## config.mk

```make
export PLATFORM = sky130hd
export DESIGN_NAME = adc_so_emulator
export DESIGN_NICKNAME = d
export VERILOG_FILES = /design/src/rtl/adc_so_emulator.sv
export SDC_FILE = /design/constraint.sdc
export NUM_CORES = 1
export LEC_CHECK = 0
export CAP_MARGIN = 20
export CORE_ASPECT_RATIO = 1.75
export CORE_MARGIN = 10
export CORE_UTILIZATION = 52
export DETAILED_ROUTE_END_ITERATION = 12
export PLACE_DENSITY = 0.8
export SLEW_MARGIN = 40
export SYNTH_ARGS = -nofsm -noshare
export SYNTH_HDL_FRONTEND = slang
export SYNTH_SLANG_ARGS = --single-unit
```

## constraint.sdc

```tcl
create_clock -name clk -period 2.5 [get_ports clk]
set_clock_uncertainty 0.1 [all_clocks]
set_input_delay 0.5 -clock clk [delete_from_list [all_inputs] [get_ports clk]]
set_output_delay 0.5 -clock clk [all_outputs]
set_load 0.02 [all_outputs]
```

## src/rtl/adc_so_emulator.sv

```systemverilog
// Emulates the serial output of an SPI-style ADC: frames are clocked out on adc_so
// under control of an external reader's adc_cs/adc_clk, sourced from a one-deep holding register.
module adc_so_emulator #(
  parameter int DATA_BITS  = 8,
  parameter int LEAD_ZEROS = 3,
  parameter int FRAME_BITS = 16
) (
  input  logic                 clk,
  input  logic                 reset,
  input  logic                 adc_cs,
  input  logic                 adc_clk,
  output logic                 adc_so,
  input  logic [DATA_BITS-1:0] sample_data,
  input  logic                 sample_valid,
  output logic                 sample_ready,
  output logic                 frame_done,
  output logic [15:0]          frame_count,
  output logic                 underrun,
  input  logic                 clear_flags,
  output logic                 busy
);

  localparam int IDX_W = (FRAME_BITS > 1) ? $clog2(FRAME_BITS) : 1;
  localparam logic [IDX_W-1:0] LAST_IDX = IDX_W'(FRAME_BITS - 1);

  typedef enum logic {IDLE = 1'b0, FRAME = 1'b1} state_t;

  state_t               state;
  logic                 cs_s1, cs_s2, cs_d;
  logic                 clk_s1, clk_s2, clk_d;
  logic                 cs_fall, cs_rise, clk_fall;
  logic [DATA_BITS-1:0] hold;
  logic                 hold_full;
  logic [DATA_BITS-1:0] shift_reg;
  logic [DATA_BITS-1:0] load_data;
  logic [IDX_W-1:0]     bit_idx;
  logic [15:0]          count_q;

  // Frame bit k: LEAD_ZEROS zeros, then the sample MSB first, then zero padding.
  function automatic logic bit_at(input logic [IDX_W-1:0] k, input logic [DATA_BITS-1:0] d);
    int ki;
    logic [DATA_BITS-1:0] sh;
    ki = int'(k);
    if (ki < LEAD_ZEROS || ki >= LEAD_ZEROS + DATA_BITS) return 1'b0;
    sh = d << (ki - LEAD_ZEROS);
    return sh[DATA_BITS-1];
  endfunction

  // Pins idle high, so the synchronizers reset to 1 to avoid a false cs edge.
  always_ff @(posedge clk or posedge reset) begin
    if (reset) begin
      cs_s1  <= 1'b1;
      cs_s2  <= 1'b1;
      cs_d   <= 1'b1;
      clk_s1 <= 1'b1;
      clk_s2 <= 1'b1;
      clk_d  <= 1'b1;
    end else begin
      cs_s1  <= adc_cs;
      cs_s2  <= cs_s1;
      cs_d   <= cs_s2;
      clk_s1 <= adc_clk;
      clk_s2 <= clk_s1;
      clk_d  <= clk_s2;
    end
  end

  assign cs_fall  = cs_d & ~cs_s2;
  assign cs_rise  = ~cs_d & cs_s2;
  assign clk_fall = clk_d & ~clk_s2;

  // Sample source at frame start: held sample, else same-cycle bypass, else resend.
  always_comb begin
    load_data = shift_reg;
    if (hold_full)         load_data = hold;
    else if (sample_valid) load_data = sample_data;
  end

  // Handshake: a sample transfers on any cycle where sample_valid and sample_ready are both high.
  assign sample_ready = ~hold_full;
  assign busy         = (state == FRAME);
  assign frame_count  = count_q;

  always_ff @(posedge clk or posedge reset) begin
    if (reset) begin
      state      <= IDLE;
      adc_so     <= 1'b0;
      frame_done <= 1'b0;
      count_q    <= 16'd0;
      underrun   <= 1'b0;
      hold       <= '0;
      hold_full  <= 1'b0;
      shift_reg  <= '0;
      bit_idx    <= '0;
    end else begin
      frame_done <= 1'b0;
      if (clear_flags) underrun <= 1'b0;
      if (sample_valid && !hold_full && !(state == IDLE && cs_fall)) begin
        hold      <= sample_data;
        hold_full <= 1'b1;
      end
      case (state)
        IDLE: begin
          if (cs_fall) begin
            shift_reg <= load_data;
            bit_idx   <= '0;
            adc_so    <= bit_at('0, load_data);
            state     <= FRAME;
            if (hold_full)         hold_full <= 1'b0;
            else if (!sample_valid) underrun <= 1'b1;
          end
        end
        FRAME: begin
          // A cs edge masks any coincident sclk edge.
          if (cs_rise) begin
            state  <= IDLE;
            adc_so <= 1'b0;
            if (bit_idx == LAST_IDX) begin
              frame_done <= 1'b1;
              count_q    <= count_q + 16'd1;
            end
          end else if (clk_fall && bit_idx != LAST_IDX) begin
            bit_idx <= bit_idx + 1'b1;
            adc_so  <= bit_at(bit_idx + 1'b1, shift_reg);
          end
        end
        default: state <= IDLE;
      endcase
    end
  end

endmodule

```

After elaboration in Yosys (flattened, before gate mapping) --
Index checks and enable logic that the tools add are counted.
Word-level totals: register bits after elaboration 47
Cells by class: add/sub/neg operators 3, magnitude comparators 2, equal/unequal tests 6, shift-type cells 1, multiplexer cells 31, bitwise operators 8, reductions and logical operators 12
Operators by type and width (number):
- $shl A8 B32 Y8 | 1
- $mux W1 | 23
- $add A16 B1 Y16 const B | 1
- $mux W8 | 2
- $mux W4 | 3
- $reduce_and A3 Y1 | 3
- $pmux W4 S2 | 1
- $not A1 Y1 | 5
- $sub A4 B2 Y5 const B | 1
- $add A4 B1 Y4 const B | 1
- $eq A4 B4 Y1 const B | 1
- $ge A4 B4 Y1 const B | 1
- $logic_and A1 B1 Y1 | 4
- $lt A4 B2 Y1 const B | 1
- $ne A2 B2 Y1 const B | 2
- $ne A4 B4 Y1 const B | 1
- $pmux W1 S2 | 2
- $and A1 B1 Y1 | 3
- $ne A3 B1 Y1 const B | 1
- $logic_not A1 Y1 | 2
- $ne A2 B1 Y1 const B | 1
- $reduce_and A2 Y1 | 1
- $reduce_bool A2 Y1 | 1
- $logic_or A1 B1 Y1 | 1

Longest topological paths before layout --
Gate-level depths: netlist of run 1.
depth in word-level cells 11, gate-level depth with buffers 7, gate-level depth less buffers 6

Worst setup path before layout of run 1 --
Ideal clock, no wire load.
path type reg2reg, start point register bit_idx[0], end point register adc_so, setup time 0.122 ns, arrival time 1.980 ns, required time 2.278 ns, setup slack 0.299 ns, stages on the path, launching flop included 8, cell sequence dfrtp_1 -> clkbuf_1 -> inv_1 -> ha_1 -> mux4_2 -> nor3_1 -> nor2_1 -> a32o_1
On the way: longest elaborated chain between the ends 11
Ends and longest elaborated chain:
- start: declaration | line 36 | logic [IDX_W-1:0] bit_idx;
- start signal: assignment | line 123 | bit_idx <= bit_idx + 1'b1;
- $add A4 B1 Y4 | line 124 | adc_so <= bit_at(bit_idx + 1'b1, shift_reg);
- $lt A4 B2 Y1 or $ge A4 B4 Y1 (tied branches) | line 44 | if (ki < LEAD_ZEROS || ki >= LEAD_ZEROS + DATA_BITS) return 1'b0;
- $logic_or A1 B1 Y1 | line 44
- $mux W1 | line 44
- $mux W1 | line 122 | end else if (clk_fall && bit_idx != LAST_IDX) begin
- $mux W1 | line 115 | if (cs_rise) begin
- $mux W1 | line 102 | case (state)
- $mux W1 | line 45 | sh = d << (ki - LEAD_ZEROS);
- $mux W1 | line 122
- $mux W1 | line 115
- $pmux W1 S2 | line 102
- end signal: assignment | line 107 | adc_so <= bit_at('0, load_data);
- end signal: assignment | line 124
- end: declaration | line 12 | output logic adc_so,
Several ways; a longest one is shown, not always the timed one. The select of a mux whose other input is x is not followed. A chain may end at the register's enable or synchronous reset.

Final worst setup path of run 1 --
Same ends and word-level chain as after synthesis.

==> metrics.cfg, run 1 <==
[run_status]
status = finished clean

[clock_network]
htree_levels = 2
cts_max_path_buffers = 2
root_buffer = clkbuf_8
cts_buffers = 5
cts_tree = yes
clock_latency_ps = 300
cts.clk_slew.worst_paths_ps = 80
cts.sinks = 47
hold_buffers = 0
post-cts-setup-buffers = 0
cts-resized-gates = 0

[die]
dieArea_um2 = 7160
die_w_um = 68.4
core_um2 = 3900
rows = 30
start_util_pct = 54.6
die_h_um = 105
io_pins = 35

[sta]
slew-limit-headroom_pct = 58.5
drv_slew = 0
rsz0062_at_grt = false
setup_viol = 0
min_period_ps = 2280
tns_ps = 0
hold_viol = 0
worstMarginPinSlew_ps = 622
fmax_ghz = 0.439
post-route-period-util_pct = 91.1

[grt]
track_usage_pct = 13.3
overflow = 0
grt_pass1_wl_mm = 7.48
grt_pass1_vias = 1599
grt_max_degree = 48
antenna_found_initial = 0

[routing]
drtIter0Drc = 67
drc = 0
vias = 1445
wl_per_cell_um = 16.9
routed_wl_mm = 4.44
detail-route-antenna-nets = 0
drt_first_pass_iters = 4
vias_per_cell = 5.49

[finish]
mostFrequentLayoutCell = dfrtp_1
area_growth_pct = 22.0
diodes = 0
final_util_pct = 66.6
final_cell_mix = 41 x dfrtp_1, 34 x clkdlybuf4s50_1, 14 x nor2_1, 10 x xnor2_1, 10 x mux2i_1
nets = 231
largest_reg_flops = 16
design_area_um2 = 2600
drive_above_1_share_pct = 11.6

[yosys]
synth-main-ff-cell = dfrtp_1
ys_ff_latch = 47
synthDistinctLibCells = 36
yosysTopAreaCell = dfrtp_1
syn_avg_cell_area_um2 = 12.0
synth_edf_count = 0
synth_area_leaders = dfrtp_1 48%, dfstp_2 7.4%, mux2_4 5.6%
yosysSeqAreaShare_pct = 55.6
syn_nets = 194
synth_area_um2 = 2130
syn_inst = 177
ys_warn_count = 0
synthArstFlopShare_pct = 100
synth.top_cell.area_share_pct = 48.2

[worst_hold_path]
whs_path_depth = 0
hold_path.class = flop to flop

[worst_setup_path]
worstPathArrival_ps = 2370
endpoint_kind = flop
critPathMaxFanout = 9
critPathKind = flop to flop
ff2ff_path_depth = 6
crit_path_start_kind = flop
r2r_slack_ps = 220
cp.required_ps = 2590

[place]
place_congestion = 0.759
placed_area_um2 = 2520
io_buffers = 34
hpwl_mm = 3.32

[power_and_ir_drop]
leakagePower_nw = 1.19
ir_worst_vdd_uv = 577
power_density_nw_per_um2 = 689

[job]
drv_cap = 0

==> worst paths after layout <==
path / startpoint / to
max in group asynchronous: reset / cs_s1
worst min-delay path: cs_s1 / cs_s2
worst max register to register: bit_idx[0] / adc_so
worst max-delay path: bit_idx[0] / adc_so
min in group asynchronous: reset / frame_count[1]
worst min register to register: cs_s1 / cs_s2
==> cells in the mapped netlist, drive strengths merged, types with 3 or more instances <==
master	number
inv	6
xor2	8
nor2	15
o21ai	5
and3	5
mux2i	10
buf	3
nand3	9
xnor2	10
dfstp	6
nand2b	4
nand4	5
a21oi	8
nand2	8
ha	3
nor3	3
mux2	9
dfrtp	41
==> cell type report <==
cell class	instances	area, um2
clock buffer	8	80.1
fill	319	1310
inverter	6	22.5
multi-input combinational	119	892
sequential	47	1180
tap	48	60.1
timing repair buffer	35	360
==> worst max-delay path: stages (launching register included) <==
cell	delay (ps)
dfrtp_1	510
inv_1	80
ha_1	400
mux4_2	540
nor3_1	190
nor2_1	60
a32o_1	270
==> routing by layer <==
layer	part of all wire, %	track usage [%]	vias up
li1	-	-	693
met1	37	13.6	701
met2	54	22.7	39
met3	5.6	4.17	12
met4	3.3	6.94	0
met5	0	0	-
==> power by group <==
part           switching, W  internal [W]
Sequential        0.0000932      0.000876
Clock              0.000237      0.000199
Combinational      0.000162      0.000223
Total              0.000492       0.00130
==> through the flow <==
stage / total power, W / hold slack [ps] / worst slack, ps / cells
finish: 0.00179 / 261 / 222 / 263
global route: 0.00189 / 268 / 126 / 263
CTS: 0.00181 / 261 / 243 / 263
detailed placement: 0.00136 / 249 / 262 / 255
global placement: 0.00133 / 249 / 377 / 255
floorplan: 0.00125 / 245 / 299 / 177
==> cells by family (layout without fill, tap and decap cells) <==
family / after synthesis / in the layout / synth area share, %
compound gates: 17 / 17 / 4.70
xor+xnor: 18 / 18 / 7.40
fa+ha+maj: 3 / 3 / 1.76
buf+inv: 11 / 49 / 2.53
flops: 47 / 47 / 55.6
mux: 21 / 21 / 13.0
simple gates: 60 / 60 / 15.0
Note: power is estimated with default switching activity, not from simulation.
==> run 2, diff against run 1 <==
- SKIP_CTS_REPAIR_TIMING: default -> 1
==> results of run 2 <==
The final DEF is identical to that of run 1; final timing and power are the same.
==> variant: new RTL, config.mk and constraints of run 2 <==
The parameter `DATA_BITS` goes from 8 to 10.
--- a/src/rtl/adc_so_emulator.sv
+++ b/src/rtl/adc_so_emulator.sv
@@ -2,5 +2,5 @@
 // under control of an external reader's adc_cs/adc_clk, sourced from a one-deep holding register.
 module adc_so_emulator #(
-  parameter int DATA_BITS  = 8,
+  parameter int DATA_BITS  = 10,
   parameter int LEAD_ZEROS = 3,
   parameter int FRAME_BITS = 16
Interface: changed (resized sample_data); port bits go from 35 to 37. The function was not compared with the original's and may differ.
==> variant against run 2 <==
Sequential share of layout area down 2.1 points. Sequential cell count up 4. Worst setup slack gained 21 ps. Critical path depth stayed put. Total power rose by 11%. Sequential power rose by 6%. Die area increased by 10%. Final area grew 14%. Combinational power is 5.7% lower. Global-route usage shrank 0.46 points. Wire length rose by 11%. Hold slack about the same. Largest cell class unchanged. Critical endpoint unchanged. Non-clock buffer count grew 6. Area after synthesis increased by 13%.
==> variant: results (changes against run 2) <==
| Metric | Value |
|---|---|
| Placed Instances | `293 (+15%)` |
| Max_slew headroom | `0.667 (+0.0824)` |
| Worst setup SP type | `register` |
| Hold Crit Start | `cs_s1` |
| Most area-consuming cells after synthesis | `dfrtp_1, dfstp_2, mux2_2, mux2i_1, a21oi_1` |
| Largest net degree at the start of global routing | `31 (-35%)` |
| Sw Share | `0.260 (-0.0151)` |
| H-tree Lvls | `2 (unchanged)` |
| DR iter-0 viols | `75 (+12%)` |
| Worst r2r path cells | `6 (unchanged)` |
| Hold Path End | `cs_s2` |
| Final hold slack | `261 ps (+0.428 ps)` |
| Ys async rst share | `1.00 (unchanged)` |
| Vias in the first global route | `1757 (+9.9%)` |
| Seq/Total Area, Yosys | `0.532 (-0.0242)` |
| Port-buffer cells | `36 (+5.9%)` |
| Dpl ws | `150 ps (-112 ps)` |
| GPL Wtd Cong | `0.793 (+4.4%)` |
| Most frequent cells after synthesis | `dfrtp_1, nor2_1, a21oi_1, mux2_2` |
| Synth warn | `0 (unchanged)` |
| Yosys cell types | `42 (+17%)` |
| Avg Vias per Cell | `5.53 (+0.68%)` |
| Global-route wire length before repair | `8170 um (+9.2%)` |
| CP Launch Point | `bit_idx[0]` |
| Worst r2r dst | `adc_so` |
| Crit path max fanout | `9 (unchanged)` |
| Clock Pin Slew Worst Setup and Hold Paths | `100 ps (+20 ps)` |
| Worst R2R Setup Slack | `240 ps (+20 ps)` |
| Total GRT Usage | `0.128 (-0.00462)` |
| Hold path cells | `0 (unchanged)` |
| CTS Buf Count | `5 (unchanged)` |
| Skew-Pair Late Insertion Delay | `300 ps (about the same)` |
| DRT Wirelength | `4920 um (+11%)` |
| Root Buffer | `clkbuf_8` |
| Drt pass-1 iters | `4 (unchanged)` |
| HP Class | `register to register` |
| Share of cells above drive strength 1 | `0.164 (+0.0477)` |
| Initial antenna violation count | `0 (unchanged)` |
| Net Count, Synth | `232 (+20%)` |
| Area post-placement | `0.00283 mm2 (+13%)` |
| CP Data Arrival Time | `2330 ps (-40 ps)` |
| CTS max path bufs | `2 (unchanged)` |
| Nets | `269 (+16%)` |
| Number of synthesized flops with an enable pin | `0 (unchanged)` |
| Worst VDD drop | `0.000723 V (+25%)` |
| Drt wl/cell | `16.3 um (-3.1%)` |
| Mapped Avg Cell Area | `11.4 um2 (-5.3%)` |
| Leak | `1.30 nW (+9.1%)` |
| ANT cells | `0 (unchanged)` |
| Outcome | `finished, final reports clean` |
| DP Wirelength | `3630 um (+9.4%)` |
-- variant: per-layer routing --
metal | share of wire | track usage
met1 | 0.41 | 0.135
met2 | 0.53 | 0.228
met3 | 0.042 | 0.0403
met4 | 0.017 | 0.0569
met5 | 0 | 0
-- variant: logic make-up (layout without fill, tap and decap cells) --
| kind of cell | count (synthesis) | count (layout) | share of synthesized area |
|---|---|---|---|
| compound gates | 33 | 33 | 0.0876 |
| fa+ha+maj | 4 | 4 | 0.0207 |
| xor+xnor | 17 | 17 | 0.0648 |
| mux | 24 | 24 | 0.116 |
| simple gates | 63 | 63 | 0.140 |
| buf+inv | 20 | 58 | 0.0389 |
| flops | 51 | 51 | 0.532 |
-- variant: layout make-up --
| cell class | instances | area (um2) |
|---|---|---|
| fill | 326 | 1490 |
| multi-input combinational | 141 | 1040 |
| clock buffer | 6 | 82.6 |
| sequential | 51 | 1280 |
| timing repair buffer | 41 | 410 |
| clock inverter | 2 | 38.8 |
| inverter | 9 | 33.8 |
| tap | 51 | 63.8 |
-- variant: power by group through the flow --
stage	Combinational [W]	Sequential, W	Clock [W]
after floorplan	0.000280	0.00102	0
after CTS	0.000364	0.00103	0.000618
after global placement	0.000349	0.00104	0
after global routing	0.000410	0.00105	0.000648
final	0.000363	0.00103	0.000600
after detailed placement	0.000358	0.00105	0
-- variant: how the worst max path moves through the flow --
stage,endpoint,slack (ps),depth (start not counted)
6_report,adc_so,240,6
5_1_grt,adc_so,80,6
4_1_cts,adc_so,130,6
3_5_place_dp,adc_so,150,6
3_3_place_gp,adc_so,230,6
2_1_floorplan,adc_so,190,8
-- variant: worst max-delay path, stage by stage, from the launching register on --
cell and delay (ps):
dfrtp_2 490, inv_1 80, ha_1 430, mux2_2 370
a2111oi_1 400, o41a_1 200, o41ai_2 60
